$ cat config.mk
export PLATFORM = sky130hd
export DESIGN_NAME = output_port_arbiter
export DESIGN_NICKNAME = d
export VERILOG_FILES = /design/src/rtl/output_port_arbiter.sv
export SDC_FILE = /design/constraint.sdc
export NUM_CORES = 1
export LEC_CHECK = 0
export BUFFER_PORTS_ARGS = -buffer_cell sky130_fd_sc_hd__buf_4
export CAP_MARGIN = 0
export CORE_AREA = 2 2 210 212
export CTS_BUF_LIST = sky130_fd_sc_hd__clkbuf_16
export DETAILED_ROUTE_END_ITERATION = 10
export DIE_AREA = 0 0 212 214
export SYNTH_ARGS = -nofsm -noshare
export SYNTH_HDL_FRONTEND = slang
export SYNTH_SLANG_ARGS = --single-unit
$ cat constraint.sdc
create_clock -name clk_i -period 3.6 [get_ports clk_i]
set_clock_uncertainty 0.2 [all_clocks]
set_input_delay 0.18 -clock clk_i [delete_from_list [all_inputs] [get_ports clk_i]]
set_output_delay 0.18 -clock clk_i [all_outputs]
set_load 0.03 [all_outputs]
$ cat src/rtl/output_port_arbiter.sv
// rtl/output_port_arbiter.sv - per-output-port packet arbiter with credit-based flow control
module output_port_arbiter #(
  parameter int N_IN       = 7,
  parameter int SEL_W      = 3,
  parameter int FLIT_SIZE  = 64,
  parameter int CREDIT_MAX = 16,
  parameter int CREDIT_W   = 5
) (
  input  logic                      clk_i,
  input  logic                      rst_ni,
  input  logic [N_IN-1:0]           req_i,
  input  logic [N_IN-1:0]           req_tail_i,
  input  logic [N_IN*FLIT_SIZE-1:0] data_i,
  input  logic                      credit_i,
  output logic [N_IN-1:0]           grant_o,
  output logic [FLIT_SIZE-1:0]      data_o,
  output logic                      valid_o,
  output logic [SEL_W-1:0]          owner_o,
  output logic                      busy_o,
  output logic [CREDIT_W-1:0]       credits_o,
  output logic                      credit_err_o
);

  localparam logic [CREDIT_W-1:0] CMAX = CREDIT_W'(CREDIT_MAX);

  typedef enum logic {IDLE, LOCKED} state_e;

  state_e               state_q;
  logic [SEL_W-1:0]     rr_ptr_q;
  logic [SEL_W-1:0]     owner_q;
  logic [CREDIT_W-1:0]  credits_q;
  logic [CREDIT_W-1:0]  credits_d;
  logic                 credit_err_q;
  logic                 valid_q;
  logic [FLIT_SIZE-1:0] data_q;

  logic                 owner_req;
  logic                 owner_tail;
  logic [FLIT_SIZE-1:0] owner_flit;
  logic                 hi_found;
  logic [SEL_W-1:0]     hi_idx;
  logic [SEL_W-1:0]     lo_idx;
  logic [SEL_W-1:0]     pick;
  logic                 any_req;
  logic                 xfer;

  // Owner-indexed view of the request, tail flag and flit (constant indices only)
  always_comb begin
    owner_req  = 1'b0;
    owner_tail = 1'b0;
    owner_flit = '0;
    for (int i = 0; i < N_IN; i++) begin
      if (owner_q == SEL_W'(i)) begin
        owner_req  = req_i[i];
        owner_tail = req_tail_i[i];
        owner_flit = data_i[i*FLIT_SIZE +: FLIT_SIZE];
      end
    end
  end

  // Round-robin pick: lowest request at or above rr_ptr, else lowest request overall (wrap)
  always_comb begin
    hi_found = 1'b0;
    hi_idx   = '0;
    lo_idx   = '0;
    for (int i = N_IN - 1; i >= 0; i--) begin
      if (req_i[i]) begin
        lo_idx = SEL_W'(i);
        if (SEL_W'(i) >= rr_ptr_q) begin
          hi_found = 1'b1;
          hi_idx   = SEL_W'(i);
        end
      end
    end
    pick = hi_found ? hi_idx : lo_idx;
  end

  assign any_req = |req_i;

  // Dequeue strobe to the owner only while it has a flit and downstream has room
  always_comb begin
    grant_o = '0;
    if (state_q == LOCKED && owner_req && credits_q != '0) begin
      for (int i = 0; i < N_IN; i++) begin
        if (owner_q == SEL_W'(i)) grant_o[i] = 1'b1;
      end
    end
  end

  assign xfer = |grant_o;

  // Credit count: a transfer consumes, a returned credit restores, both cancel; saturate at max
  always_comb begin
    credits_d = credits_q;
    if (xfer && !credit_i) begin
      credits_d = credits_q - CREDIT_W'(1);
    end else if (!xfer && credit_i && credits_q != CMAX) begin
      credits_d = credits_q + CREDIT_W'(1);
    end
  end

  // Ownership FSM with registered link output, credit counter and sticky overflow flag
  always_ff @(posedge clk_i or negedge rst_ni) begin
    if (!rst_ni) begin
      state_q      <= IDLE;
      rr_ptr_q     <= '0;
      owner_q      <= '0;
      credits_q    <= CMAX;
      credit_err_q <= 1'b0;
      valid_q      <= 1'b0;
      data_q       <= '0;
    end else begin
      credits_q <= credits_d;
      if (credit_i && credits_q == CMAX) credit_err_q <= 1'b1;
      valid_q <= xfer;
      if (xfer) data_q <= owner_flit;
      case (state_q)
        IDLE: begin
          if (any_req) begin
            owner_q <= pick;
            state_q <= LOCKED;
          end
        end
        LOCKED: begin
          if (xfer && owner_tail) begin
            state_q  <= IDLE;
            rr_ptr_q <= (owner_q == SEL_W'(N_IN - 1)) ? '0 : owner_q + SEL_W'(1);
          end
        end
        default: state_q <= IDLE;
      endcase
    end
  end

  assign data_o       = data_q;
  assign valid_o      = valid_q;
  assign owner_o      = owner_q;
  assign busy_o       = (state_q == LOCKED);
  assign credits_o    = credits_q;
  assign credit_err_o = credit_err_q;

endmodule

==> impl_metrics.csv <==
group,metric,value,unit
run_status,run_status,"finished clean",
yosys,syn_inst,934,
drt,met2_length,21800,um
grt,grt_pass1_vias,10100,
worst_setup_path,cp.arrival,2.97,ns
power,cellPowerDensity,855,nW/um^2
drt,first_pass_iters,5,
power,power.switching,5620,uW
cells_and_area,area.sequential,1960,sq um
cells_and_area,area_growth,71.5,%
die,rows,76,
yosys,synth_common_cells,"110 x a21oi_1, 106 x o21ai_0, 103 x o22ai_1",
sta,tns,0,ns
drt,wl_met1,16800,um
yosys,async_flop_share,1.00,
yosys,synth.distinct_cells,53,
worst_setup_path,cp_max_fo,44,
sta,timing.fmax,0.298,GHz
power,p_comb_frac,0.745,
drt,vias,9983,
clocking,cts.sinks,78,
sta,period_share,0.931,
worst_setup_path,cp_num_buf_inv,3,
cells_and_area,drive_gt1_frac,0.471,
yosys,synth_edf_count,0,
cells_and_area,num-fill-cells,4579,
clocking,clk_path_buf_depth,2,
power,p_sw_frac,0.511,
yosys,synth-main-ff-cell,"dfrtp_1",
yosys,synth_largest_area_cell,"dfrtp_1",
power,p_clk_frac,0.098,
drt,topRoutingLayerUsed,"met4",
cells_and_area,nets,1920,
yosys,synthTopCellsByArea,"dfrtp_1 26%, mux2_2 11%, mux2i_1 8.8%",
die,die_w,212,um
placed_design,place_congestion,0.904,
drt,drc,0,
worst_setup_path,cp_slowest_stage_delay,0.53,ns
worst_setup_path,crit_family,"simple AND/OR/NAND/NOR gates",
sta,setup_viol,0,
worst_setup_path,required,3.22,ns
power,ir_drop,0.000500,V
yosys,yosys_register_bits,78,
worst_setup_path,worstPathCellList,"and2_4, ha_4, a211oi_2, a222oi_1, or3_2, inv_8, buf_6, nand2_1, nor3_1, buf_4",
grt,antenna_found_initial,9,
sta,maxSlewViolCount,0,
sta,rsz0062_at_grt,"no",
cells_and_area,multi_input_area,5130,sq um
drt,wl_per_cell,21.4,um
die,die_y,214,um
drt,wl_met3,3230,um
grt,grt_overflow_total,0,
placed_design,dpl.cell_count,1992,
worst_setup_path,crit_path_start_kind,"flop",
clocking,cts-root-buf,"clkbuf_16",
clocking,cts_made_buffers,9,
clocking,clk_pin_slew,0.07,ns
yosys,syn_nets,1404,
clocking,clk-insertion-delay-late,0.37,ns
worst_setup_path,crit_type,"flop to output pin",
sta,setup_ws,0.249,ns
yosys,avgSynthCellArea,8.04,sq um
cells_and_area,fin_cells,2047,
job,cap_violations,0,
sta,finalHoldViolCount,0,
hold_path,min_path_type,"input port to flop",
clocking,cts_tree,"yes",
worst_setup_path,slowest_stage,"dfrtp_4",
die,coreArea,42900,sq um
sta,worst_pin_slew,1.03,ns
grt,grt_max_degree,104,
sta,relSlewSlack,0.312,
grt,grtUsageTotal,0.187,
yosys,synth.cell_area,7510,sq um
placed_design,place_ws,0.367,ns
yosys,ys_warn_count,0,
yosys,yosysSeqAreaShare,0.260,
drt,drtAntennaViolNets,0,
drt,routed_wl,43900,um
placed_design,hpwl,33600,um
power,p_leak,0.00571,uW
power,power_frac_seq,0.156,
drt,drt_iter0_drc,621,
die,start_util,0.175,
die,io_pins,547,
die,die_area,45400,sq um
yosys,synth.top_cell.area_share,0.257,
placed_design,port_buffers,546,
power,p_int,5380,uW
sta,fin_crit,3.35,ns
clocking,cts_htree_levels,3,
yosys,yosysMostFrequentCell,"a21oi_1",
grt,grt_first_pass_wirelength,63600,um
drt,via_per_inst,4.88,
worst_setup_path,end_kind,"output pin",
[worst min-delay path, stage by stage]
cell and delay (ns):
buf_4 0.10, o211a_1 0.13, a211oi_1 0.04, o21ai_0 0.12
[area by class of cell]
cell class,instances,area share
Sequential cell,78,0.153
Inverter,13,0.00447
Antenna cell,7,0.00136
Timing Repair Buffer,604,0.361
Tap cell,585,0.0569
Clock buffer,9,0.0175
Multi-Input combinational cell,744,0.399
Clock inverter,7,0.00758
[cell usage in the layout, fill, tap and decap left out, types with 5 or more instances in the layout]
| master | instances |
|---|---|
| a211oi_1 | 57 |
| a21oi_1 | 109 |
| buf_4 | 569 |
| clkbuf_16 | 9 |
| dfrtp_1 | 74 |
| diode_2 | 7 |
| dlygate4sd3_1 | 32 |
| inv_1 | 9 |
| mux2_2 | 72 |
| mux2i_1 | 66 |
| nand2_1 | 94 |
| nand2b_1 | 5 |
| nor2_1 | 11 |
| nor3_1 | 7 |
| o211a_1 | 28 |
| o211ai_1 | 28 |
| o21ai_0 | 106 |
| o22ai_1 | 103 |
[through the flow]
step | utilization | hold slack (ns) | power [uW] | cell area [sq um]
6_report | 0.300 | 0.0341 | 11000 | 12900
3_5_place_dp | 0.285 | 0.152 | 9900 | 12200
3_3_place_gp | 0.285 | 0.148 | 9750 | 12200
5_1_grt | 0.300 | 0.0309 | 11800 | 12900
4_1_cts | 0.300 | 0.00700 | 11100 | 12800
2_1_floorplan | - | -0.316 | 7210 | 7580
[worst paths after layout]
kind | from | to | slack (ns) | cells past startpoint
max in group asynchronous | rst_ni | data_o[51] | 2.06 | 3
worst max-delay path | owner_o[1] | grant_o[1] | 0.25 | 10
min in group asynchronous | rst_ni | data_o[41] | 0.27 | 2
worst min-delay path | data_i[227] | data_o[35] | 0.03 | 4
worst min register to register | credit_err_o | credit_err_o | 0.27 | 1
worst max register to register | owner_o[0] | busy_o | 0.25 | 9
[power groups by stage]
stage                     Clock (uW)  Sequential, uW  Combinational (uW)
after CTS                       1120            1720                8240
after detailed placement           0            1730                8170
after global placement             0            1710                8030
after floorplan                    0            2440                4760
after global routing            1160            1780                8820
final                           1080            1720                8200
[kinds of logic (layout without fill, tap and decap cells)]
| family | after synthesis | after routing | synth area share |
|---|---|---|---|
| fa+ha+maj | 5 | 5 | 0.00933 |
| xor+xnor | 4 | 4 | 0.00467 |
| other cells | 0 | 7 | 0 |
| compound gates | 457 | 457 | 0.382 |
| mux | 140 | 140 | 0.201 |
| buf+inv | 112 | 633 | 0.0643 |
| flops | 78 | 78 | 0.260 |
| simple gates | 138 | 138 | 0.0785 |
[state kept, by name, indices dropped and copies added, names as in the netlist]
name          cells
data_o           64
credits_o         5
owner_o           3
rr_ptr_q          3
busy_o            1
credit_err_o      1
valid_o           1
[routing by layer]
metal  vias up  GRT usage
li1       4629          -
met2       544      0.321
met5         -          0
met3        82     0.0394
met4         0      0.108
met1      4728      0.212
[repair_timing]
action                                  in CTS  in global routing
hold buffers                                32                  0
resized for setup                            0                  1
setup buffers                                0                  0
endpoints found under the setup margin       0                  2
hold endpoints to repair                    92                  0
(Power assumes the default switching activity.)
